### config.mk
export PLATFORM = sky130hd
export DESIGN_NAME = uart_frame_receiver
export DESIGN_NICKNAME = d
export VERILOG_FILES = /design/src/rtl/uart_rx_pkg.sv /design/src/rtl/rx_sync2.sv /design/src/rtl/uart_frame_receiver.sv
export SDC_FILE = /design/constraint.sdc
export NUM_CORES = 1
export LEC_CHECK = 0
export CORE_MARGIN = 1
export CORE_UTILIZATION = 35
export CTS_BUF_LIST = sky130_fd_sc_hd__clkbuf_4
export CTS_CLUSTER_SIZE = 20
export DETAILED_ROUTE_END_ITERATION = 10
export GPL_ROUTABILITY_DRIVEN = 0
export SYNTH_ARGS = -nofsm -noshare
export SYNTH_HDL_FRONTEND = slang
export SYNTH_SLANG_ARGS = --single-unit
### constraint.sdc
create_clock -name clk -period 6.6 [get_ports clk]
set_input_delay 0.99 -clock clk [delete_from_list [all_inputs] [get_ports clk]]
set_output_delay 0.99 -clock clk [all_outputs]
set_load 0.1 [all_outputs]
### src/rtl/uart_rx_pkg.sv
// Shared types and constants for the 8N1 UART frame receiver.
package uart_rx_pkg;

    typedef enum logic [1:0] {
        IDLE,
        START,
        DATA,
        STOP
    } rx_state_t;

    localparam int unsigned DEF_BAUD_DIV = 2604;
    localparam int unsigned DATA_BITS    = 8;

endpackage

### src/rtl/rx_sync2.sv
// Two-flop synchronizer for asynchronous inputs; flops preset to 1 so an
// idle-high serial line reads as idle straight out of reset.
module rx_sync2 #(
    parameter int unsigned WIDTH = 1
) (
    input  logic             clk,
    input  logic             rst_n,
    input  logic [WIDTH-1:0] d_i,
    output logic [WIDTH-1:0] q_o
);

    logic [WIDTH-1:0] meta_q;
    logic [WIDTH-1:0] sync_q;

    // Two-stage capture of the asynchronous input.
    always_ff @(posedge clk or negedge rst_n) begin
        if (!rst_n) begin
            meta_q <= '1;
            sync_q <= '1;
        end else begin
            meta_q <= d_i;
            sync_q <= meta_q;
        end
    end

    assign q_o = sync_q;

endmodule

### src/rtl/uart_frame_receiver.sv
// 8N1 UART receiver: 1 start bit, 8 data bits LSB-first, 1 stop bit.
// Received byte appears on rx_data and rdy is raised one clock after the
// stop-bit sample; the consumer clears rdy with clr_rdy (set wins).
// Optional: define UART_RX_FRAME_ERR_EN to add the frame_err output,
// flagged alongside rdy when the stop-bit sample is 0.
module uart_frame_receiver
    import uart_rx_pkg::*;
#(
    parameter int unsigned BAUD_DIV = DEF_BAUD_DIV,
    parameter int unsigned HALF_DIV = BAUD_DIV / 2
) (
    input  logic       clk,
    input  logic       rst_n,
    input  logic       RX,
    input  logic       clr_rdy,
    output logic       rdy,
    output logic [7:0] rx_data
`ifdef UART_RX_FRAME_ERR_EN
    ,
    output logic       frame_err
`endif
);

    localparam logic [15:0] BAUD_LD  = 16'(BAUD_DIV);
    localparam logic [15:0] HALF_LD  = 16'(HALF_DIV);
    localparam logic [3:0]  LAST_BIT = 4'(DATA_BITS - 1);

    logic       rx_s;
    logic       rx_prev_q;
    logic       fall_edge;

    rx_state_t  state_q,    state_d;
    logic [15:0] baud_cnt_q, baud_cnt_d;
    logic [15:0] baud_dec;
    logic [3:0] bit_cnt_q,  bit_cnt_d;
    logic [7:0] shift_q,    shift_d;
    logic [7:0] data_q,     data_d;
    logic       set_q,      set_d;
    logic       rdy_q,      rdy_d;
`ifdef UART_RX_FRAME_ERR_EN
    logic       err_pend_q, err_pend_d;
    logic       ferr_q,     ferr_d;
`endif

    rx_sync2 #(.WIDTH(1)) u_sync (
        .clk   (clk),
        .rst_n (rst_n),
        .d_i   (RX),
        .q_o   (rx_s)
    );

    assign fall_edge = rx_prev_q & ~rx_s;
    assign baud_dec  = baud_cnt_q - 16'd1;

    // Next-state logic: frame FSM, bit sampling and rdy/flag handling.
    always_comb begin
        state_d    = state_q;
        baud_cnt_d = baud_cnt_q;
        bit_cnt_d  = bit_cnt_q;
        shift_d    = shift_q;
        data_d     = data_q;
        set_d      = 1'b0;
`ifdef UART_RX_FRAME_ERR_EN
        err_pend_d = err_pend_q;
`endif

        case (state_q)
            IDLE: begin
                if (fall_edge) begin
                    baud_cnt_d = HALF_LD;
                    state_d    = START;
                end
            end
            START: begin
                baud_cnt_d = baud_dec;
                if (baud_dec == '0) begin
                    baud_cnt_d = BAUD_LD;
                    if (rx_s) begin
                        // Line back high at mid start bit: treat as noise.
                        baud_cnt_d = '0;
                        state_d    = IDLE;
                    end else begin
                        bit_cnt_d = '0;
                        state_d   = DATA;
                    end
                end
            end
            DATA: begin
                baud_cnt_d = baud_dec;
                if (baud_dec == '0) begin
                    baud_cnt_d = BAUD_LD;
                    shift_d    = {rx_s, shift_q[7:1]};
                    bit_cnt_d  = bit_cnt_q + 4'd1;
                    if (bit_cnt_q == LAST_BIT) begin
                        state_d = STOP;
                    end
                end
            end
            STOP: begin
                baud_cnt_d = baud_dec;
                if (baud_dec == '0) begin
                    baud_cnt_d = '0;
                    data_d     = shift_q;
                    set_d      = 1'b1;
`ifdef UART_RX_FRAME_ERR_EN
                    err_pend_d = ~rx_s;
`endif
                    state_d    = IDLE;
                end
            end
            default: state_d = IDLE;
        endcase

        // A completion in the same cycle as clr_rdy must not be lost.
        rdy_d = rdy_q;
        if (clr_rdy) rdy_d = 1'b0;
        if (set_q)   rdy_d = 1'b1;

`ifdef UART_RX_FRAME_ERR_EN
        ferr_d = ferr_q;
        if (clr_rdy) ferr_d = 1'b0;
        if (set_q)   ferr_d = err_pend_q;
`endif
    end

    // State and datapath registers.
    always_ff @(posedge clk or negedge rst_n) begin
        if (!rst_n) begin
            rx_prev_q  <= 1'b1;
            state_q    <= IDLE;
            baud_cnt_q <= '0;
            bit_cnt_q  <= '0;
            shift_q    <= '0;
            data_q     <= '0;
            set_q      <= 1'b0;
            rdy_q      <= 1'b0;
`ifdef UART_RX_FRAME_ERR_EN
            err_pend_q <= 1'b0;
            ferr_q     <= 1'b0;
`endif
        end else begin
            rx_prev_q  <= rx_s;
            state_q    <= state_d;
            baud_cnt_q <= baud_cnt_d;
            bit_cnt_q  <= bit_cnt_d;
            shift_q    <= shift_d;
            data_q     <= data_d;
            set_q      <= set_d;
            rdy_q      <= rdy_d;
`ifdef UART_RX_FRAME_ERR_EN
            err_pend_q <= err_pend_d;
            ferr_q     <= ferr_d;
`endif
        end
    end

    assign rdy     = rdy_q;
    assign rx_data = data_q;
`ifdef UART_RX_FRAME_ERR_EN
    assign frame_err = ferr_q;
`endif

endmodule

==> impl_metrics.json, run 1 <==
{
  "status": "finished, final reports clean",
  "clock-sinks": 43,
  "drt-wirelength-per-cell_um": 15.0,
  "cp-end-kind": "flop",
  "clock_tree.htree_level_count": 2,
  "leakage_uw": 0.00106,
  "syn-cell-area_sq_um": 2250,
  "first_pass_iters": 4,
  "grt_antenna_before_repair": 0,
  "skew_ns": 0.0124,
  "drtIter0Drc": 147,
  "cp_top_family": "simple AND/OR/NAND/NOR gates",
  "report.final.setup_viol": 0,
  "synth_area_leaders": "dfrtp_1 (44%), mux2_2 (8.0%), nand2_1 (3.7%), o21ai_0 (3.6%), dfstp_2 (3.5%)",
  "hold_path.startpoint": "u_sync.meta_q",
  "critical_path_peak_fanout": 11,
  "wire_length_of_the_first_global_routing_pass_um": 8000,
  "hold_path_class": "reg -> reg",
  "syn-num-nets": 239,
  "ctsHoldBuffers": 0,
  "final_cell_utilization_of_the_core_pct": 41.0,
  "postSynthRegisterBits": 43,
  "postSynth.asyncResetShare_pct": 100,
  "max-vdd-ir-drop_mv": 0.130,
  "fraction_of_layout_instances_using_a_drive_strength_above_1_pct": 13.8,
  "timing.fmax_ghz": 0.297,
  "finalWorstSetupSlack_ns": 3.23,
  "report.final.slew_viol_count": 0,
  "grt_overflow": 0,
  "grt_start_max_net_pins": 44,
  "die-height_um": 82.2,
  "critical-path-slowest-cell": "or4_1",
  "cp-start-kind": "flop",
  "ant_nets": 0,
  "yosysTopAreaCellShare_pct": 44.4,
  "path_buf_inv": 0,
  "numPortBuffers": 12,
  "cell_count_of_the_worst_hold_path": 0,
  "area_growth_syn_to_layout_pct": 10.3,
  "critical_path_data_required_time_ns": 6.90,
  "worst-r2r-cell-count": 7,
  "synth_seq_area_share_pct": 47.9,
  "cts_tree": "built",
  "worst-slew-pin-transition_ns": 0.969,
  "fp-row-count": 28,
  "die-width_um": 82.2,
  "number_of_flops_mapped_to_enable_cells_by_yosys": 0,
  "timing.final.crit_period_ns": 3.37,
  "final.fill_count": 619,
  "syn-instance-count": 232,
  "tcrit_tclk_final_pct": 51.1,
  "mostFrequentLayoutCells": "dfrtp_1 (40), nand2_1 (22), nor2_1 (18), o21ai_0 (16), mux2_2 (16)",
  "post_synth_num_cell_types": 49,
  "p_per_area_nw_per_um2": 314,
  "worstPathArrival_ns": 3.67,
  "fin_tns_setup_ns": 0,
  "die_area_sq_um": 6760,
  "routed-via-count": 1774,
  "avgSynthCellArea_sq_um": 9.71,
  "reg2reg_setup_slack_ns": 3.23,
  "grt_total_usage_pct": 15.6,
  "cts_resized": 0,
  "insertedDiodeCount": 0,
  "drt-vias-per-instance": 5.65,
  "worst_hold_path.endpoint": "u_sync.q_o",
  "cap_viol_max_count": 0,
  "core_area_sq_um": 6060,
  "r2r-start": "baud_cnt_q[3]",
  "wirelength_um": 4720,
  "post_cts.repair.setup_buffers": 0,
  "clock_insertion_delay_worst_skew_ns": 0.36,
  "report.final.hold_viol_count": 0,
  "cts_root_buf": "clkbuf_4",
  "inserted_clock_buffers": 5,
  "initial_core_util_pct": 37.2,
  "crit_top_cell": "or4_1",
  "number_of_global_route_vias_before_repair": 1723,
  "timing_worst_setup_path_type": "reg -> reg",
  "final_nets": 245,
  "timing.max_slew.rel_slack_pct": 35.2,
  "clockBufferDepth": 2,
  "yosys_warnings": 0,
  "grt_setup_unrepaired": "no",
  "layout_commonest_cell": "dfrtp_1",
  "synth_top_flop_cell": "dfrtp_1",
  "worstPathCellList": "or4_1, or4_1, o311a_1, or4_1, or2_1, or3_1, nand2_1",
  "preCtsSetupSlack_ns": 3.28,
  "synthDominantAreaCellType": "dfrtp_1",
  "critical_path.max_stage_delay_ns": 0.65,
  "postLayoutCellArea_sq_um": 2480,
  "fin_hold_ws_ns": 0.365,
  "dp_hpwl_um": 3250,
  "design.portCount": 13,
  "drc_errors": 0,
  "post_dp_cell_area_sq_um": 2400,
  "clkSlewWorstSetupHoldPaths_ns": 0.13
}
-- metrics by stage --
stage,power [uW],instances
finish,780,314
global route,838,314
CTS,785,314
detailed placement,608,306
global placement,605,306
floorplan,550,232
-- report_power, final --
group,internal [uW],switching [uW],leakage (uW)
Combinational,94.7,138,0.000451
Clock,81.8,92.2,0.0000458
Sequential,303,69.7,0.000561
Total,480,300,0.00106
-- worst max-delay path by stage --
stage / depth (start not counted) / startpoint / end
2_1_floorplan: 11 / baud_cnt_q[3] / bit_cnt_q[1]
3_3_place_gp: 7 / baud_cnt_q[3] / flop
3_5_place_dp: 7 / baud_cnt_q[3] / flop
4_1_cts: 7 / baud_cnt_q[3] / flop
5_1_grt: 7 / baud_cnt_q[3] / rx_data[0]
6_report: 7 / baud_cnt_q[3] / flop
-- state kept, by name (all words and copies together), names as in the netlist, named ones only --
name           cells
baud_cnt_q        16
rx_data            8
shift_q            8
bit_cnt_q          4
rdy                1
rx_prev_q          1
set_q              1
state_q            1
u_sync.meta_q      1
u_sync.q_o         1
-- worst register-to-register path, cell delays in order (launching register included) --
cell and delay, ns:
dfrtp_1 0.49, or4_1 0.65, or4_1 0.56, o311a_1 0.15, or4_1 0.59, or2_1 0.41, or3_1 0.40, nand2_1 0.07
-- kinds of logic after synthesis --
kind of cell | count (synthesis) | share of synthesized area [%]
buffers and inverters | 22 | 4.44
multiplexers | 18 | 8.88
AND/OR/NAND/NOR | 85 | 19.5
XOR/XNOR | 3 | 1.17
adder cells (fa/ha/maj) | 3 | 1.67
flip-flops | 43 | 47.9
AO/OA/AOI/OAI | 58 | 16.4
-- final cells by class --
cell class / instances / area [sq um] / area share (%)
clock inverter: 3 / 47.5 / 1.91
sequential: 43 / 1080 / 43.5
clock buffer: 5 / 37.5 / 1.51
multi-input combinational: 167 / 1070 / 43.2
inverter: 8 / 30.0 / 1.21
tap: 75 / 93.8 / 3.78
timing repair buffer: 13 / 123 / 4.93
-- per-layer routing --
| metal | vias to the layer above | part of all wire (%) | wire [um] | track usage, % |
|---|---|---|---|---|
| li1 | 859 | - | - | - |
| met1 | 869 | 48 | 2270 | 21.4 |
| met2 | 38 | 46 | 2160 | 23.3 |
| met3 | 8 | 4.8 | 225 | 3.74 |
| met4 | 0 | 1.3 | 61 | 6.49 |
| met5 | - | 0 | 0 | 0 |
-- Yosys cell counts (2+ instances only) --
| library cell | number |
|---|---|
| o21ai_1 | 3 |
| xor2_1 | 2 |
| nor3_1 | 7 |
| o211ai_1 | 2 |
| a211oi_1 | 3 |
| nand3_1 | 4 |
| and3_1 | 3 |
| nand4_1 | 3 |
| nand2_1 | 22 |
| a21oi_1 | 13 |
| dfstp_2 | 3 |
| nor4_1 | 8 |
| a21boi_0 | 2 |
| dfrtp_1 | 40 |
| nor3b_1 | 3 |
| buf_6 | 2 |
| a21o_1 | 2 |
| or4_1 | 3 |
| o21ai_0 | 16 |
| mux2i_1 | 2 |
| nand2b_1 | 3 |
| ha_1 | 3 |
| o31ai_1 | 4 |
| nor2_1 | 18 |
| o22ai_1 | 3 |
| mux2_2 | 16 |
| buf_2 | 2 |
| clkbuf_1 | 10 |
| or3_1 | 4 |
| inv_1 | 7 |
No activity file was read; power rests on OpenSTA's default activity.
==> run 2, diff against run 1 <==
- clock period: 6.6 -> 2.81 ns (I/O delays scaled with it)
==> run 2 against run 1 <==
Via count up 3.9%; sequential share of layout area down 3.6 points; clock skew down 0.0037 ns; maximum frequency up 21%; largest power group unchanged; setup slack worse by 3.2 ns; final area up 9.0%; clock-buffer cell count unchanged; largest cell class is now multi-input gates.
==> impl_metrics.json, run 2 (synthesized netlist as in run 1, its figures left out) <==
{
  "status": "finished, final reports clean",
  "largest_register_ffs": 16,
  "regMostFlops": "baud_cnt_q",
  "grt_total_usage_pct": 16.5,
  "hold_path_class": "in -> async",
  "cts_tree": "built",
  "insertedDiodeCount": 0,
  "die_area_sq_um": 6760,
  "p_seq_share_pct": 42.5,
  "p_per_area_nw_per_um2": 732,
  "final-instance-count-excl-fill": 339,
  "fraction_of_layout_instances_using_a_drive_strength_above_1_pct": 29.2,
  "drc_errors": 0,
  "clock-sinks": 43,
  "timing.max_slew.rel_slack_pct": 35.6,
  "number_of_global_route_vias_before_repair": 1648,
  "place.detailed.instances": 331,
  "timing.final.crit_period_ns": 2.78,
  "cp-end-kind": "flop",
  "dp_hpwl_um": 3580,
  "leakage_uw": 0.00121,
  "inserted_clock_buffers": 5,
  "worstPathArrival_ns": 3.03,
  "timing.fmax_ghz": 0.360,
  "p_switching_uw": 756,
  "first_pass_iters": 4,
  "critical_path_data_required_time_ns": 3.06,
  "ctsHoldBuffers": 0,
  "routed-via-count": 1844,
  "ant_nets": 0,
  "final.fill_count": 565,
  "grt_antenna_before_repair": 0,
  "initial_core_util_pct": 37.2,
  "timing.critical_path.from": "baud_cnt_q[4]",
  "cap_viol_max_count": 0,
  "fp-row-count": 28,
  "reg2reg_setup_slack_ns": 0.03,
  "report.final.setup_viol": 0,
  "wire_length_of_the_first_global_routing_pass_um": 8400,
  "die-height_um": 82.2,
  "final_nets": 270,
  "die-width_um": 82.2,
  "drt-wirelength-per-cell_um": 15.1,
  "worst-slew-pin-transition_ns": 0.966,
  "report.final.slew_viol_count": 0,
  "grt_start_max_net_pins": 44,
  "clock_insertion_delay_worst_skew_ns": 0.36,
  "mostFrequentLayoutCells": "dfrtp_1 (40), buf_4 (32), nand2_1 (21), nor2_1 (18), mux2_2 (16)",
  "area_growth_syn_to_layout_pct": 20.2,
  "power_frac_comb_pct": 37.4,
  "crit-reg2reg-capture": "bit_cnt_q[1]",
  "clockBufferDepth": 2,
  "power.clock.fraction_pct": 20.1,
  "timing_worst_setup_path_type": "reg -> reg",
  "core_area_sq_um": 6060,
  "wirelength_um": 5130,
  "clkSlewWorstSetupHoldPaths_ns": 0.13,
  "grt_overflow": 0,
  "power_switching_share_pct": 38.1,
  "drt-vias-per-instance": 5.44,
  "numPortBuffers": 12,
  "report.final.hold_viol_count": 0,
  "design.portCount": 13,
  "max-vdd-ir-drop_mv": 0.356,
  "drtIter0Drc": 92,
  "layout_commonest_cell": "dfrtp_1",
  "r2r-start": "baud_cnt_q[4]",
  "preCtsSetupSlack_ns": 0.0406,
  "power_internal_uw": 1230,
  "skew_ns": 0.00873,
  "critical_path_peak_fanout": 4,
  "grt_setup_unrepaired": "yes",
  "totalPowerFinal_uw": 1980,
  "finalWorstSetupSlack_ns": 0.0286,
  "tcrit_tclk_final_pct": 99.0,
  "setup.worst_path.end": "bit_cnt_q[1]",
  "clock_tree.htree_level_count": 2,
  "worst-r2r-cell-count": 7,
  "cp-start-kind": "flop",
  "cts_root_buf": "clkbuf_4"
}
-- run 2: cell types whose count changed in the layout (fill, tap and decap cells not counted), sizes merged --
cell	before	now
buf	2	36
clkinv	2	3
clkdlybuf4s50	11	2
inv	8	7
-- run 2: worst min path at each step --
| stage | start | end | slack (ns) | depth (start not counted) |
|---|---|---|---|---|
| floorplan | rst_n | asynchronous set/reset pin | 0.13 | 0 |
| CTS | rst_n | shift_q[7] | 0.24 | 1 |
| global placement | u_sync.meta_q | u_sync.q_o | 0.35 | 0 |
| finish | rst_n | baud_cnt_q[2] | 0.21 | 1 |
| detailed placement | u_sync.meta_q | u_sync.q_o | 0.35 | 0 |
| global route | rst_n | shift_q[7] | 0.29 | 1 |
-- run 2: stage by stage --
stage          TNS (ns)  hold WS [ns]  util, %  instance area [sq um]
5_1_grt         -0.0683         0.285     44.7                   2710
6_report              0         0.207     44.7                   2710
2_1_floorplan    -0.958         0.126        -                   2260
3_3_place_gp          0         0.346     42.4                   2570
3_5_place_dp          0         0.349     42.4                   2570
4_1_cts               0         0.236     43.7                   2650
-- run 2: critical path, cell delays in order (launching register included) --
cell and delay (ns):
dfrtp_1 0.40, or4_4 0.53, or4_4 0.41, o311a_1 0.16, or4_4 0.50, or2_4 0.29, o41ai_2 0.33, a21oi_1 0.06
-- run 2: power by group through the flow --
stage	combinational (uW)	sequential (uW)	clock, uW
after floorplan	500	804	0
after global placement	701	849	0
after detailed placement	702	851	0
after CTS	705	839	415
after global routing	826	856	439
final	741	842	399
-- run 2: metal layers --
metal | wire, um | track usage, % | up-vias
met5 | 0 | 0 | -
li1 | - | - | 903
met2 | 2360 | 24.7 | 41
met3 | 194 | 3.30 | 6
met1 | 2520 | 24.0 | 894
met4 | 55 | 4.74 | 0
-- run 2: what timing repair did --
item / in CTS / in global routing
endpoints found under the setup margin: 0 / 24
buffers inserted: 0 / 0
gates resized for setup: 0 / 17
-- run 2: final cells by class --
class                      instances  area, sq um  share of cell area, %
clock buffer                       5         37.5                   1.39
clock inverter                     3         43.8                   1.62
inverter                           8         30.0                   1.11
multi-input combinational        167         1120                   41.5
sequential                        43         1080                   39.9
tap                               75         93.8                   3.47
timing repair buffer              38          299                   11.0
==> run 3, diff against run 2 <==
- RECOVER_POWER: not set -> 100
==> run 3 against run 2 <==
The flow now finishes with violations (capacitance limit, slew limit); via count fell by 0.33%; setup slack barely moved; hold slack improved by 0.16 ns; register-to-register slack barely moved; clock-buffer cell count did not move; clock power barely moved; non-clock buffer count did not move; die area did not move; first-iteration DRC count rose by 20%; combinational power fell by 1%; global-route usage did not move; flip-flop and latch count did not move; highest routed layer unchanged.
==> impl_metrics.json, run 3 (synthesized netlist as in run 1, its figures left out) <==
{
  "leakage_uw": 0.00116,
  "cp-end-kind": "flop",
  "power_internal_uw": 1220,
  "clock_insertion_delay_worst_skew_ns": 0.36,
  "clock-sinks": 43,
  "postLayoutCellArea_sq_um": 2660,
  "mostFrequentLayoutCells": "dfrtp_1 (40), nand2_1 (21), buf_4 (20), nor2_1 (18), mux2_2 (16)",
  "power_switching_share_pct": 38.3,
  "largest_register_ffs": 16,
  "die-width_um": 82.2,
  "timing_worst_setup_path_type": "reg -> reg",
  "skew_ns": 0.00917,
  "grt_start_max_net_pins": 44,
  "initial_core_util_pct": 37.2,
  "grt_total_usage_pct": 16.5,
  "fin_tns_setup_ns": 0,
  "timing.final.crit_period_ns": 2.78,
  "drc_errors": 0,
  "wirelength_um": 5100,
  "post_dp_cell_area_sq_um": 2570,
  "cts_root_buf": "clkbuf_4",
  "wire_length_of_the_first_global_routing_pass_um": 8400,
  "cp-start-kind": "flop",
  "design.portCount": 13,
  "report.final.slew_viol_count": 44,
  "grt_overflow": 0,
  "drt-vias-per-instance": 5.42,
  "cap_viol_max_count": 1,
  "fin_hold_ws_ns": 0.366,
  "clockBufferDepth": 2,
  "max-vdd-ir-drop_mv": 0.356,
  "inserted_clock_buffers": 5,
  "violations_in_the_final_reports": "capacitance limit, slew limit",
  "layout_commonest_cell": "dfrtp_1",
  "timing.max_slew.rel_slack_pct": -54.8,
  "worstPathArrival_ns": 3.03,
  "timing.fmax_ghz": 0.360,
  "p_switching_uw": 755,
  "report.final.setup_viol": 0,
  "drt-wirelength-per-cell_um": 15.1,
  "clock_tree.htree_level_count": 2,
  "cts_tree": "built",
  "status": "complete, but fails checks",
  "numPortBuffers": 12,
  "routed-via-count": 1838,
  "clkSlewWorstSetupHoldPaths_ns": 0.12,
  "post_cts.repair.setup_buffers": 0,
  "ctsHoldBuffers": 0,
  "power_frac_comb_pct": 37.1,
  "p_seq_share_pct": 42.7,
  "reg2reg_setup_slack_ns": 0.03,
  "ant_nets": 0,
  "drtIter0Drc": 110,
  "worst-slew-pin-transition_ns": 2.32,
  "final_nets": 270,
  "final_cell_utilization_of_the_core_pct": 43.9,
  "cts_resized": 0,
  "insertedDiodeCount": 0,
  "hold_path_class": "reg -> reg",
  "tcrit_tclk_final_pct": 99.0,
  "die_area_sq_um": 6760,
  "p_per_area_nw_per_um2": 741,
  "grt_setup_unrepaired": "yes",
  "first_pass_iters": 4,
  "critical_path_data_required_time_ns": 3.06,
  "critical_path_peak_fanout": 4,
  "core_area_sq_um": 6060,
  "report.final.hold_viol_count": 0,
  "dp_hpwl_um": 3580,
  "fp-row-count": 28,
  "fraction_of_layout_instances_using_a_drive_strength_above_1_pct": 24.6,
  "regMostFlops": "baud_cnt_q",
  "grt_antenna_before_repair": 0,
  "area_growth_syn_to_layout_pct": 18.2,
  "power.clock.fraction_pct": 20.2,
  "die-height_um": 82.2,
  "number_of_global_route_vias_before_repair": 1648
}
[run 3: cell count changes in the layout (fill, tap and decap cells not counted), sizes merged]
| cell | delta |
|---|---|
| dlygate4sd3 | +2 |
| buf | -13 |
| clkbuf | +13 |
| clkdlybuf4s50 | -2 |
[run 3: path summary, 6_finish.rpt]
| path | from | to | cells after the start |
|---|---|---|---|
| setup reg to reg | baud_cnt_q[4] | bit_cnt_q[1] | 7 |
| hold reg to reg | u_sync.meta_q | u_sync.q_o | 0 |
| min in group asynchronous | rst_n | baud_cnt_q[2] | 1 |
| hold / removal | u_sync.meta_q | u_sync.q_o | 0 |
| setup / recovery | baud_cnt_q[4] | bit_cnt_q[1] | 7 |
| max in group asynchronous | rst_n | rx_data[7] | 1 |
[run 3: metrics by stage]
step | cells | setup slack (ns) | total power (uW)
6_report | 339 | 0.0288 | 1970
3_5_place_dp | 331 | 0.0406 | 1550
4_1_cts | 339 | 0.00756 | 1960
5_1_grt | 339 | -0.0260 | 2110
2_1_floorplan | 232 | -0.265 | 1300
3_3_place_gp | 331 | 0.0730 | 1550
[run 3: final cells by class]
cell class                 instances  area [sq um]
fill                             581          3400
multi-input combinational        167          1120
sequential                        43          1080
timing repair buffer              38           254
tap                               75          93.8
clock inverter                     3          43.8
clock buffer                       5          37.5
inverter                           8          30.0
[run 3: power groups by stage]
stage / Sequential (uW) / Combinational [uW] / Clock [uW]
floorplan: 804 / 500 / 0
detailed placement: 851 / 702 / 0
finish: 842 / 732 / 398
global route: 856 / 817 / 439
global placement: 849 / 701 / 0
CTS: 839 / 705 / 415
[run 3: critical path: stages (launching register included)]
cell,delay [ns]
dfrtp_1,0.40
or4_4,0.53
or4_4,0.42
o311a_1,0.16
or4_4,0.50
or2_4,0.29
o41ai_2,0.33
a21oi_1,0.06
[run 3: routing by layer]
metal	global-route usage (%)	part of all wire (%)	up-vias
met2	24.7	46	41
li1	-	-	905
met5	0	0	-
met1	24.0	49	886
met3	3.30	4.1	6
met4	4.74	1.1	0
